$ cat src/rtl/ecall_handler.sv
`default_nettype none
// ============================================================================
// Module      : ecall_handler
// Description : Services ECALLs that retire from the execute stage. It stalls
//               the core while busy, emits putchar bytes over a valid/ready
//               console port, returns a status value for a0, and halts the
//               core on exit.
// Revision    : 1.0 - initial release
// ============================================================================
module ecall_handler #(
  parameter int DATA_WIDTH    = 32,
  parameter int ADDRESS_WIDTH = 32,
  parameter int CNT_WIDTH     = 16
) (
  input  logic                     i_clk,
  input  logic                     i_rst_n,
  input  logic                     i_ecall,
  input  logic [ADDRESS_WIDTH-1:0] i_pc,
  input  logic [DATA_WIDTH-1:0]    i_a7,
  input  logic [DATA_WIDTH-1:0]    i_a0,
  output logic                     o_stall,
  output logic                     o_console_valid,
  output logic [7:0]               o_console_data,
  input  logic                     i_console_ready,
  output logic                     o_ret_valid,
  output logic [DATA_WIDTH-1:0]    o_ret_data,
  output logic                     o_halt,
  output logic [DATA_WIDTH-1:0]    o_exit_code,
  output logic [ADDRESS_WIDTH-1:0] o_halt_pc,
  output logic                     o_err,
  output logic [CNT_WIDTH-1:0]     o_ecall_count
);

  // Syscall numbers understood by this block.
  localparam logic [DATA_WIDTH-1:0] C_SYS_PUTC = DATA_WIDTH'(64);
  localparam logic [DATA_WIDTH-1:0] C_SYS_EXIT = DATA_WIDTH'(93);

  typedef enum logic [1:0] {
    S_IDLE = 2'd0,
    S_PUTC = 2'd1,
    S_DONE = 2'd2,
    S_HALT = 2'd3
  } state_t;

  state_t                   state_q,     state_d;
  logic [DATA_WIDTH-1:0]    a0_q,        a0_d;
  logic [DATA_WIDTH-1:0]    ret_data_q,  ret_data_d;
  logic                     err_q,       err_d;
  logic [CNT_WIDTH-1:0]     count_q,     count_d;
  logic [DATA_WIDTH-1:0]    exit_code_q, exit_code_d;
  logic [ADDRESS_WIDTH-1:0] halt_pc_q,   halt_pc_d;

  // Next-state logic: acceptance in IDLE captures arguments and bumps the
  // counter; the syscall number alone picks the service path.
  always_comb begin
    state_d     = state_q;
    a0_d        = a0_q;
    ret_data_d  = ret_data_q;
    err_d       = err_q;
    count_d     = count_q;
    exit_code_d = exit_code_q;
    halt_pc_d   = halt_pc_q;

    case (state_q)
      S_IDLE: begin
        if (i_ecall) begin
          a0_d = i_a0;
          if (count_q != {CNT_WIDTH{1'b1}}) begin
            count_d = count_q + CNT_WIDTH'(1);
          end
          if (i_a7 == C_SYS_PUTC) begin
            state_d = S_PUTC;
          end else if (i_a7 == C_SYS_EXIT) begin
            state_d     = S_HALT;
            exit_code_d = i_a0;
            halt_pc_d   = i_pc;
          end else begin
            state_d    = S_DONE;
            ret_data_d = {DATA_WIDTH{1'b1}};
            err_d      = 1'b1;
          end
        end
      end
      S_PUTC: begin
        // Valid stays asserted until the console takes the byte.
        if (i_console_ready) begin
          state_d    = S_DONE;
          ret_data_d = DATA_WIDTH'(1);
        end
      end
      S_DONE: begin
        state_d = S_IDLE;
      end
      S_HALT: begin
        state_d = S_HALT;
      end
      default: begin
        state_d = S_IDLE;
      end
    endcase
  end

  // State and captured-value registers with asynchronous reset.
  always_ff @(posedge i_clk or negedge i_rst_n) begin
    if (!i_rst_n) begin
      state_q     <= S_IDLE;
      a0_q        <= '0;
      ret_data_q  <= '0;
      err_q       <= 1'b0;
      count_q     <= '0;
      exit_code_q <= '0;
      halt_pc_q   <= '0;
    end else begin
      state_q     <= state_d;
      a0_q        <= a0_d;
      ret_data_q  <= ret_data_d;
      err_q       <= err_d;
      count_q     <= count_d;
      exit_code_q <= exit_code_d;
      halt_pc_q   <= halt_pc_d;
    end
  end

  // Stall is combinational so the core freezes in the very cycle the ECALL
  // appears; DONE releases it so the instruction retires.
  assign o_stall         = ((state_q == S_IDLE) && i_ecall) ||
                           (state_q == S_PUTC) || (state_q == S_HALT);
  assign o_console_valid = (state_q == S_PUTC);
  assign o_console_data  = (state_q == S_PUTC) ? a0_q[7:0] : 8'h00;
  assign o_ret_valid     = (state_q == S_DONE);
  assign o_ret_data      = ret_data_q;
  assign o_halt          = (state_q == S_HALT);
  assign o_exit_code     = exit_code_q;
  assign o_halt_pc       = halt_pc_q;
  assign o_err           = err_q;
  assign o_ecall_count   = count_q;

endmodule
`default_nettype wire
$ cat config.mk
export PLATFORM = sky130hd
export DESIGN_NAME = ecall_handler
export DESIGN_NICKNAME = d
export VERILOG_FILES = /design/src/rtl/ecall_handler.sv
export SDC_FILE = /design/constraint.sdc
export NUM_CORES = 1
export LEC_CHECK = 0
export CAP_MARGIN = 25
export CORE_MARGIN = 2
export CORE_UTILIZATION = 36
export CTS_BUF_LIST = sky130_fd_sc_hd__clkbuf_2
export CTS_CLUSTER_SIZE = 12
export DETAILED_ROUTE_END_ITERATION = 6
export PLACE_DENSITY = 0.83
export SLEW_MARGIN = 20
export SYNTH_ARGS = -nofsm -noshare
export SYNTH_HDL_FRONTEND = slang
export SYNTH_SLANG_ARGS = --single-unit
$ cat constraint.sdc
create_clock -name i_clk -period 2.36 [get_ports i_clk]
set_clock_uncertainty 0.2 [all_clocks]
set_input_delay 0.236 -clock i_clk [delete_from_list [all_inputs] [get_ports i_clk]]
set_output_delay 0.236 -clock i_clk [all_outputs]
set_load 0.03 [all_outputs]
# == Word-level counts from Yosys, hierarchy flattened ==
# Cells that the tools add are included.
# op_classes
bitwise,2
n_reduce_logical,11
n_addsub,1
muxes,11
eq_ne,10
# op_table
cell,n
$mux W32,4
$eq A32 B7 Y1 const B,2
$pmux W32 S2,1
$add A16 B1 Y16 const B,1
$ne A16 B16 Y1 const B,1
$mux W8,1
$pmux W2 S4,1
$reduce_and A4 Y1,2
$mux W2,3
$ne A2 B2 Y1 const B,3
$reduce_and A5 Y1,1
$eq A2 B2 Y1 const B,2
$reduce_and A2 Y1,2
$reduce_and A3 Y1,1
$eq A2 B1 Y1 const B,1
$logic_not A2 Y1,1
$logic_or A1 B1 Y1,2
$ne A2 B1 Y1 const B,1
$not A1 Y1,2
$reduce_bool A2 Y1,1
$logic_and A1 B1 Y1,1
$mux W1,1
# word_totals
word_cells,42
reg_bits,123
out_inout_bits,125
in_bits,100

# == Logic depth before layout (Yosys ltp) ==
# Gate-level depths: netlist of run 1.
# depth
word_depth,5
mapped_depth,6
ltp_nobuf,5

# == Worst setup path before layout of run 1 ==
# Ideal clock, no wire load.
# synth_path
kind,register to register
start,register state_q[1]
end,"register halt_pc_q[3], in the netlist o_halt_pc[3]"
arrival_time_ns,2.164
path_buffers,3
synth_period_minus_slack_ns,2.489
required_ns,2.035
setup_slack_ns,-0.129
path_stages_with_launch,7
setup_ns,0.125
cell_sequence,dfrtp_1 > buf_6 > or3b_1 > buf_4 > nor4_4 > buf_6 > mux2_2
# synth_between
elab_chain_len,2
# synth_rtl
element,line,rtl
start: declaration,45,"state_t state_q, state_d;"
start signal: assignment,114,state_q <= state_d;
$logic_not A2 Y1,64,case (state_q)
$reduce_and A4 Y1 (no line),-,
end signal: assignment,120,halt_pc_q <= halt_pc_d;
end: declaration,51,"logic [ADDRESS_WIDTH-1:0] halt_pc_q, halt_pc_d;"
# Every way passes these cells.
# A chain may end at the register's enable or synchronous reset.

# == Worst setup path after layout of run 1 ==
# layout_path
start,register state_q[0]
end,output o_console_data[5]
# layout_between
elab_chain_len,2
# layout_rtl
element,line,rtl
$eq A2 B1 Y1,129,assign o_console_data = (state_q == S_PUTC) ? a0_q[7:0] : 8'h00;
$mux W8,129,
end: declaration,23,"output logic [7:0] o_console_data,"
# Every way passes these cells.

==> results of run 1 <==
[kinds of logic after synthesis]
family | count (synthesis)
and+or+nand+nor | 85
xor gates and xnor gates | 8
DFF | 93
AOI/OAI and AO/OA | 23
buffers and inverters | 46
adders and majority gates | 1
muxes | 69
[layer usage]
layer  GRT usage (%)  share of wire, %
met1            19.0                38
met5               0                 0
met3            6.51                11
met2            30.2                49
met4            7.57               1.8
[cells in the final DEF (no fill, tap or decap), types with 7 or more instances in the layout]
master	count
o21ai_0	8
mux2_1	10
dlygate4sd3_1	8
nor4_1	7
clkbuf_2	11
mux2_2	58
xnor2_1	8
dfrtp_1	91
and2_1	10
nand4_1	8
dlygate4sd2_1	34
nand2_1	31
buf_4	37
clkdlybuf4s50_1	180
[worst paths after layout]
| check | end | cells past startpoint |
|---|---|---|
| min in group asynchronous | o_halt_pc[7] | 4 |
| hold / removal | a0_q[5] | 3 |
| setup / recovery | o_console_data[5] | 5 |
| max in group asynchronous | o_halt_pc[28] | 4 |
| hold reg to reg | a0_q[4] | 2 |
| setup reg to reg | o_ecall_count[15] | 6 |
[layout make-up]
type	instances	area share (%)
Clock buffer	11	0.829
Clock inverter	4	0.245
Inverter	2	0.113
Multi-Input combinational cell	186	22.4
Sequential cell	93	35.1
Tap cell	143	2.70
Timing Repair Buffer	264	38.6
[metrics by stage]
stage | cell area (sq um) | util (%) | hold WS (ns) | total power (uW) | setup TNS (ns)
after floorplan | 4150 | - | -0.260 | 1990 | 0
after global placement | 6480 | 57.3 | 0.0593 | 2350 | -9.67
after detailed placement | 6480 | 57.3 | 0.0752 | 2370 | -11.51
after CTS | 6620 | 58.5 | 0.0158 | 3020 | 0
after global routing | 6640 | 58.6 | 0.0351 | 3120 | 0
final | 6640 | 58.6 | 0.0827 | 2970 | 0
[worst min-delay path, stage by stage]
cell and delay (ns):
clkdlybuf4s50_1 0.43, nand2_1 0.07, nand2_1 0.05
[registers in the layout, indices dropped and copies added (netlist names)]
register       flops
o_exit_code       32
o_ret_data         2
a0_q               8
state_q            2
o_ecall_count     16
o_err              1
o_halt_pc         32
[power by group through the flow]
stage	combinational, uW	sequential [uW]	clock [uW]
after CTS	612	1750	664
final	605	1750	624
after global routing	652	1760	709
after global placement	574	1770	0
after detailed placement	592	1770	0
after floorplan	140	1850	0
[what timing repair did]
action,in CTS,in global routing
cloned,0,0
hold buffers,9,0
setup buffers,0,2
pin swaps,0,1
setup endpoints to repair,35,2
hold endpoints to repair,99,0
gates resized for setup,35,1
==> run metrics, run 1 <==
synthesis-to-layout area growth 60.2%; DRT Pass-1 Iters 4; Synth Area in Compound Gates 3.56%; total clock buffers created by CTS 9; max_slew headroom 75.9%; Sw Ratio 28.6%; XOR/XNOR Fraction of Synth Area 1.69%; Peak Freq 454 MHz; maxcap violations 0; Setup-failing EPs final 0; Place WS -0.201 ns; DR vias/cell 4.79; Mapped Cells 325; layout cell share with drive strength beyond 1 21.4%; post-route setup slack 0.157 ns; CP Capture Type output pin; Setup CP Type reg -> out; Storage cell area 2330 sq um; Mapped Nets 426; NetSw 850 uW; power density cells 448 nW/um^2; Starting DRT DRC Count 139; # diodes 0; count of final hold-check violations 0; via total after detailed routing 3365; max-slew violations 0; number of global-route vias before repair 3477; Top delay family on crit path buffers and inverters; number of synthesized flops with an enable pin 0; unique cell type count in the Yosys netlist 37; gpl congestion 0.778; Multi-input gate area 1490 sq um; post-synthesis mux area share 18.7%; Startpoint Class flop; Worst R2R Start state_q[1]; CP peak stage delay 0.43 ns; CTS H-Tree Depth 3; cell mode on critical path buf_4; Initial Util 36.6%; WP buf/inv 3; final wirelength 10900 microns; period utilization 93.3%; CTS root buf clkbuf_2; CP cell instances buf_4 > nor2b_2 > buf_4 > and2_1 > buf_4; VDD IR-drop max 0.337 mV; Hold Path Origin i_a0[5]; CP required 1.92 ns; Clock Path Buffers 2; Synth Area in Simple Gates 11.3%; Yosys top cell area share 56.2%; Synth Area in Adders 0.302%; Placed Cells 677; Top Ports 225; Post-synth top flop dfrtp_1; WP data arrival 1.77 ns; most numerous cell in the Yosys netlist dfrtp_1; Non-Filler Instances 703; # rows 39; GRT Util Overall 17.4%; grt ovf 0; Synth async-reset ratio 100%; post-layout min period 2.20 ns; CTS tree yes; worst-margin pin slew 0.361 ns; Nets 657; DR WL/cell 15.5 microns; Reg power frac 58.7%; Vert. Die Dim 111 microns; initial antenna violation count 0; Yosys top cell by area dfrtp_1; Worst Path Max Fanout 10; Synth Cell Area 4140 sq um; sequential-to-total area share from yosys stat 56.2%; top cells by area, synth dfrtp_1 56%, mux2_2 16%, buf_4 5.6%; worst-path cell with the longest stage delay dfrtp_1; first-pass GRT wire length 17100 microns; die area 12400 sq um; drc violations 0; Yosys warnings 0; largest net degree at the start of global routing 51; largest family of logic cells by synthesized area multiplexers; Die Width 111 microns; Post-DRT Antenna Nets 0; Core Footprint 11300 sq um; HPWL after DPL 8350 microns; Hold Path Class in -> reg; Filler cells 965; Comb pwr share 20.3%; Clk network pwr share 21.0%; Internal Power 2120 uW; run status complete, no violations; FF+latch count, synth 93; Avg Inst Size Synth 12.8 sq um; port bufs 224; CTS Sinks 93; clock latency on the worst-skew pair 0.53 ns; RSZ-0062 raised after global routing no; Worst Setup SP state_q[0]; leakage power 0.00296 uW; Worst-path clk slew 0.20 ns; worst reg-to-reg setup slack 0.17 ns; synth cell count leaders 93 x dfrtp_1, 58 x mux2_2, 31 x buf_4, 31 x nand2_1
Power figures use the tool's default switching activity.
==> run 2: changes to the inputs <==
ABC_CLOCK_PERIOD_IN_PS = 2360   (was default)
CORE_MARGIN = 3   (was 2)
==> run metrics, run 2 (synthesis results as in run 1) <==
period utilization 93.8%; Clock Path Buffers 2; CTS tree yes; worst-path cell with the longest stage delay or3b_4; Initial Util 37.6%; Setup-failing EPs final 0; commonest non-fill, non-tap cell in the layout clkdlybuf4s50_1; synthesis-to-layout area growth 58.2%; leakage power 0.00291 uW; most frequent cells in the layout 181 x clkdlybuf4s50_1, 91 x dfrtp_1, 58 x mux2_2; Top Ports 225; Reg power frac 54.6%; final wirelength 11000 microns; Vert. Die Dim 113 microns; Die Width 113 microns; CP cell instances or3b_4 > nor4_4 > buf_12 > mux2_2; CP required 2.58 ns; first-pass GRT wire length 17800 microns; max_slew headroom 76.0%; VDD IR-drop max 0.371 mV; Nets 642; count of final hold-check violations 0; setup_tns 0 ns; Fin Hold WS 0.0760 ns; Setup CP Type reg -> reg; port bufs 224; max-slew violations 0; clock latency on the worst-skew pair 0.53 ns; DR vias/cell 4.83; post-route setup slack 0.145 ns; CTS root buf clkbuf_2; CTS H-Tree Depth 3; Post-DRT Antenna Nets 0; power density cells 487 nW/um^2; DR WL/cell 16.0 microns; via total after detailed routing 3310; run status complete, no violations; initial antenna violation count 0; grt ovf 0; DRT Pass-1 Iters 4; Comb pwr share 18.4%; # diodes 0; Peak Freq 452 MHz; CTS Sinks 93; Core Footprint 11000 sq um; Worst Path Max Fanout 51; number of global-route vias before repair 3600; NetSw 849 uW; gpl congestion 0.831; layout cell share with drive strength beyond 1 20.1%; worst-margin pin slew 0.359 ns; Worst-path clk slew 0.21 ns; RSZ-0062 raised after global routing no; die area 12800 sq um; Starting DRT DRC Count 115; GRT Util Overall 17.4%; drc violations 0; # rows 38; Hold Path Class in -> reg; Clk network pwr share 27.0%; largest net degree at the start of global routing 52; CP peak stage delay 0.51 ns; WP data arrival 2.44 ns; CP Capture Type flop; Startpoint Class flop; Sw Ratio 26.6%; total clock buffers created by CTS 9; worst reg-to-reg setup slack 0.15 ns; HPWL after DPL 8520 microns; post-layout min period 2.21 ns; Internal Power 2350 uW; Place WS -0.359 ns; Finished Core Util 59.4%; maxcap violations 0
## run 2: cell types whose count changed in the layout (fill, tap and decap cells not counted), moves of 2 or more
cell and change:
buf_4 -12, bufinv_16 +2, clkinv_1 -2, dlygate4sd3_1 -2
## run 2: path summary, 6_finish.rpt
| kind | startpoint | endpoint | cells past startpoint |
|---|---|---|---|
| worst max-delay path | state_q[0] | o_exit_code[25] | 4 |
| worst min-delay path | i_a0[5] | a0_q[5] | 3 |
| worst max register to register | state_q[0] | o_exit_code[25] | 4 |
| worst min register to register | a0_q[1] | a0_q[1] | 2 |
| max in group asynchronous | i_rst_n | o_exit_code[27] | 4 |
| min in group asynchronous | i_rst_n | state_q[1] | 3 |
## run 2: what timing repair did
| item | in CTS | in global routing |
|---|---|---|
| resized for setup | 35 | 2 |
| pin swaps | 0 | 0 |
| buffers inserted | 0 | 0 |
| endpoints found under the hold margin | 97 | 0 |
| endpoints found under the setup margin | 35 | 8 |
| hold buffers | 7 | 0 |
## run 2: cell type report
cell class	count	area, sq um
sequential	93	2330
clock buffer	12	60.1
tap	140	175
timing repair buffer	249	2420
fill	897	4480
inverter	2	7.51
clock inverter	4	72.6
multi-input combinational	186	1490
## run 2: metrics by stage
step	power, uW	cell area [sq um]	std cells
2_1_floorplan	1990	4150	325
3_3_place_gp	2340	6380	664
3_5_place_dp	2350	6380	664
4_1_cts	3240	6550	686
5_1_grt	3370	6560	686
6_report	3190	6560	686
## run 2: layer usage
metal	vias up	GRT usage [%]	part of all wire [%]
met2	172	30.7	50
met1	1587	18.1	36
met4	0	6.01	2.1
met3	16	8.34	12
met5	-	0	0
li1	1535	-	-
## run 2: critical path: cells and delay by family, from the launching register on
family / cells / cell delay (ns)
buffers and inverters: 1 / 0.29
and+or+nand+nor: 2 / 0.76
muxes: 1 / 0.38
DFF: 1 / 0.45
## run 2: power groups by stage
stage	logic (uW)	registers, uW	clock network [uW]
6_report	587	1750	862
5_1_grt	633	1760	981
4_1_cts	593	1750	904
3_5_place_dp	580	1770	0
3_3_place_gp	567	1770	0
2_1_floorplan	140	1850	0
==> run 3: changes to the inputs <==
--- a/config.mk
+++ b/config.mk
@@ -9,2 +9,3 @@
 export CAP_MARGIN = 25
+export CORE_ASPECT_RATIO = 0.7
 export CORE_MARGIN = 3
@@ -14,2 +15,3 @@
 export DETAILED_ROUTE_END_ITERATION = 6
+export GPL_TIMING_DRIVEN = 0
 export PLACE_DENSITY = 0.83
==> constraint.sdc (replaced) <==
create_clock -name i_clk -period 2.36 [get_ports i_clk]
set_clock_uncertainty 0.2 [all_clocks]
set_input_delay 0.708 -clock i_clk [delete_from_list [all_inputs] [get_ports i_clk]]
set_output_delay 0.708 -clock i_clk [all_outputs]
set_load 0.03 [all_outputs]
==> run metrics, run 3 (synthesis results as in run 1) <==
Filler cells 811; DR vias/cell 4.70; # diodes 0; CTS root buf clkbuf_2; worst-path cell with the longest stage delay dfrtp_1; failing checks negative setup slack; max_slew headroom 62.9%; final wirelength 14000 microns; Multi-input gate area 1700 sq um; Storage cell area 2340 sq um; Peak Freq 361 MHz; synthesis-to-layout area growth 83.5%; met2 GRT Util 36.9%; cell area after layout 7600 sq um; DRT Pass-1 Iters 4; Worst-path clk slew 0.23 ns; Worst Path Max Fanout 7; power density cells 417 nW/um^2; max-slew violations 0; maxcap violations 0; Setup CP Type reg -> out; Non-Filler Instances 769; cell mode on critical path buf_6; Vert. Die Dim 95.8 microns; initial antenna violation count 0; drc violations 0; number of global-route vias before repair 3857; CP Capture Type output pin; layout cell share with drive strength beyond 1 48.4%; CTS H-Tree Depth 3; CP peak stage delay 0.44 ns; WP data arrival 1.86 ns; grt ovf 0; HPWL after DPL 8830 microns; Nets 712; leakage power 0.00375 uW; largest net degree at the start of global routing 57; VDD IR-drop max 0.292 mV; DR WL/cell 18.2 microns; Die Width 134 microns; Core Footprint 11100 sq um; gpl congestion 0.737; Clock Path Buffers 2; run status complete, but fails checks; Clk network pwr share 25.8%; via total after detailed routing 3618; NetSw 933 uW; RSZ-0062 raised after global routing yes; CP required 1.45 ns; met3 Use GR 8.15%; Top Ports 225; Place WS -1.24 ns; most frequent cells in the layout 87 x dfrtp_1, 84 x clkdlybuf4s50_1, 75 x buf_6; Sw Ratio 29.4%; CTS tree yes; total clock buffers created by CTS 9; die area 12900 sq um; GRT Util Overall 20.8%; # rows 32; Initial Util 37.2%; count of final hold-check violations 0; commonest non-fill, non-tap cell in the layout dfrtp_1; Placed Cells 703; period utilization 117%; Setup-failing EPs final 106; post-layout min period 2.77 ns; Starting DRT DRC Count 105; worst-margin pin slew 0.557 ns; CP cell instances buf_6 > or3b_4 > clkbuf_16 > nand2b_4 > buf_6; CTS Sinks 93; Most Crowded Layer GR met2; Comb pwr share 19.1%; first-pass GRT wire length 20700 microns; Hold Path Class reg -> reg; GRT met1 Usage 24.1%; Startpoint Class flop; worst reg-to-reg setup slack -0.31 ns; port bufs 224; Internal Power 2240 uW; Placement Cell Area 6690 sq um; post-route setup slack -0.411 ns; Post-DRT Antenna Nets 0; Reg power frac 55.1%; clock latency on the worst-skew pair 0.54 ns
## run 3: changes by cell type in the layout (fill, tap and decap cells not counted), moves of 8 or more
cell / delta
buf_16: +8
buf_4: +9
buf_6: +74
buf_8: +11
clkbuf_2: +47
clkdlybuf4s15_1: +20
clkdlybuf4s15_2: +9
clkdlybuf4s50_1: -97
dlygate4sd2_1: -28
dlymetal6s2s_1: +13
mux2_1: -10
mux2_2: -21
mux2_4: +31
## run 3: worst max-delay path, delay by kind of cell, from the launching register on
family	cells	cell delay (ns)
DFF	1	0.44
and+or+nand+nor	2	0.47
buffers and inverters	3	0.42
## run 3: area by class of cell
cell class              instances  share of cell area (%)
well taps                     153                    2.52
flip-flops and latches         93                    30.7
multi-input cells             186                    22.4
clock inverters                 6                   0.938
repair buffers                287                    37.7
inverters                       2                  0.0987
plain buffers                  32                    4.95
clock buffers                  10                   0.658
## run 3: path summary, 6_finish.rpt
| kind | startpoint | cells after the start | to |
|---|---|---|---|
| max in group asynchronous | i_rst_n | 3 | o_halt_pc[16] |
| min reg2reg | a0_q[2] | 2 | a0_q[2] |
| max | state_q[1] | 5 | o_stall |
| min in group asynchronous | i_rst_n | 2 | o_halt_pc[2] |
| max reg2reg | state_q[1] | 11 | o_exit_code[2] |
| min | a0_q[2] | 2 | a0_q[2] |
## run 3: power groups by stage
stage	registers [uW]	logic [uW]	clock network [uW]
2_1_floorplan	1850	147	0
3_3_place_gp	1770	569	0
3_5_place_dp	1770	594	0
4_1_cts	1740	582	849
5_1_grt	1760	652	917
6_report	1750	606	816
## run 3: per-stage QoR
stage / total power [uW] / hold slack [ns] / TNS [ns] / utilization, %
floorplan: 2000 / 0.212 / -17.40 / -
global placement: 2340 / 0.252 / -372.76 / 59.8
detailed placement: 2360 / 0.255 / -101.81 / 60.1
CTS: 3180 / 0.305 / -19.82 / 67.5
global route: 3330 / 0.310 / -25.94 / 68.3
finish: 3170 / 0.296 / -17.80 / 68.3
## run 3: timing repair
action / CTS / global route
hold endpoints to repair: 37 / 0
pin swaps: 4 / 14
gates resized for setup: 462 / 204
hold buffers: 1 / 0
endpoints found under the setup margin: 190 / 186
setup buffers: 32 / 25
gates cloned: 10 / 1
## run 3: per-layer routing
metal | vias to the layer above | share of wire [%]
li1 | 1679 | -
met3 | 13 | 9.0
met1 | 1772 | 39
met5 | - | 0
met4 | 0 | 1.1
met2 | 154 | 51
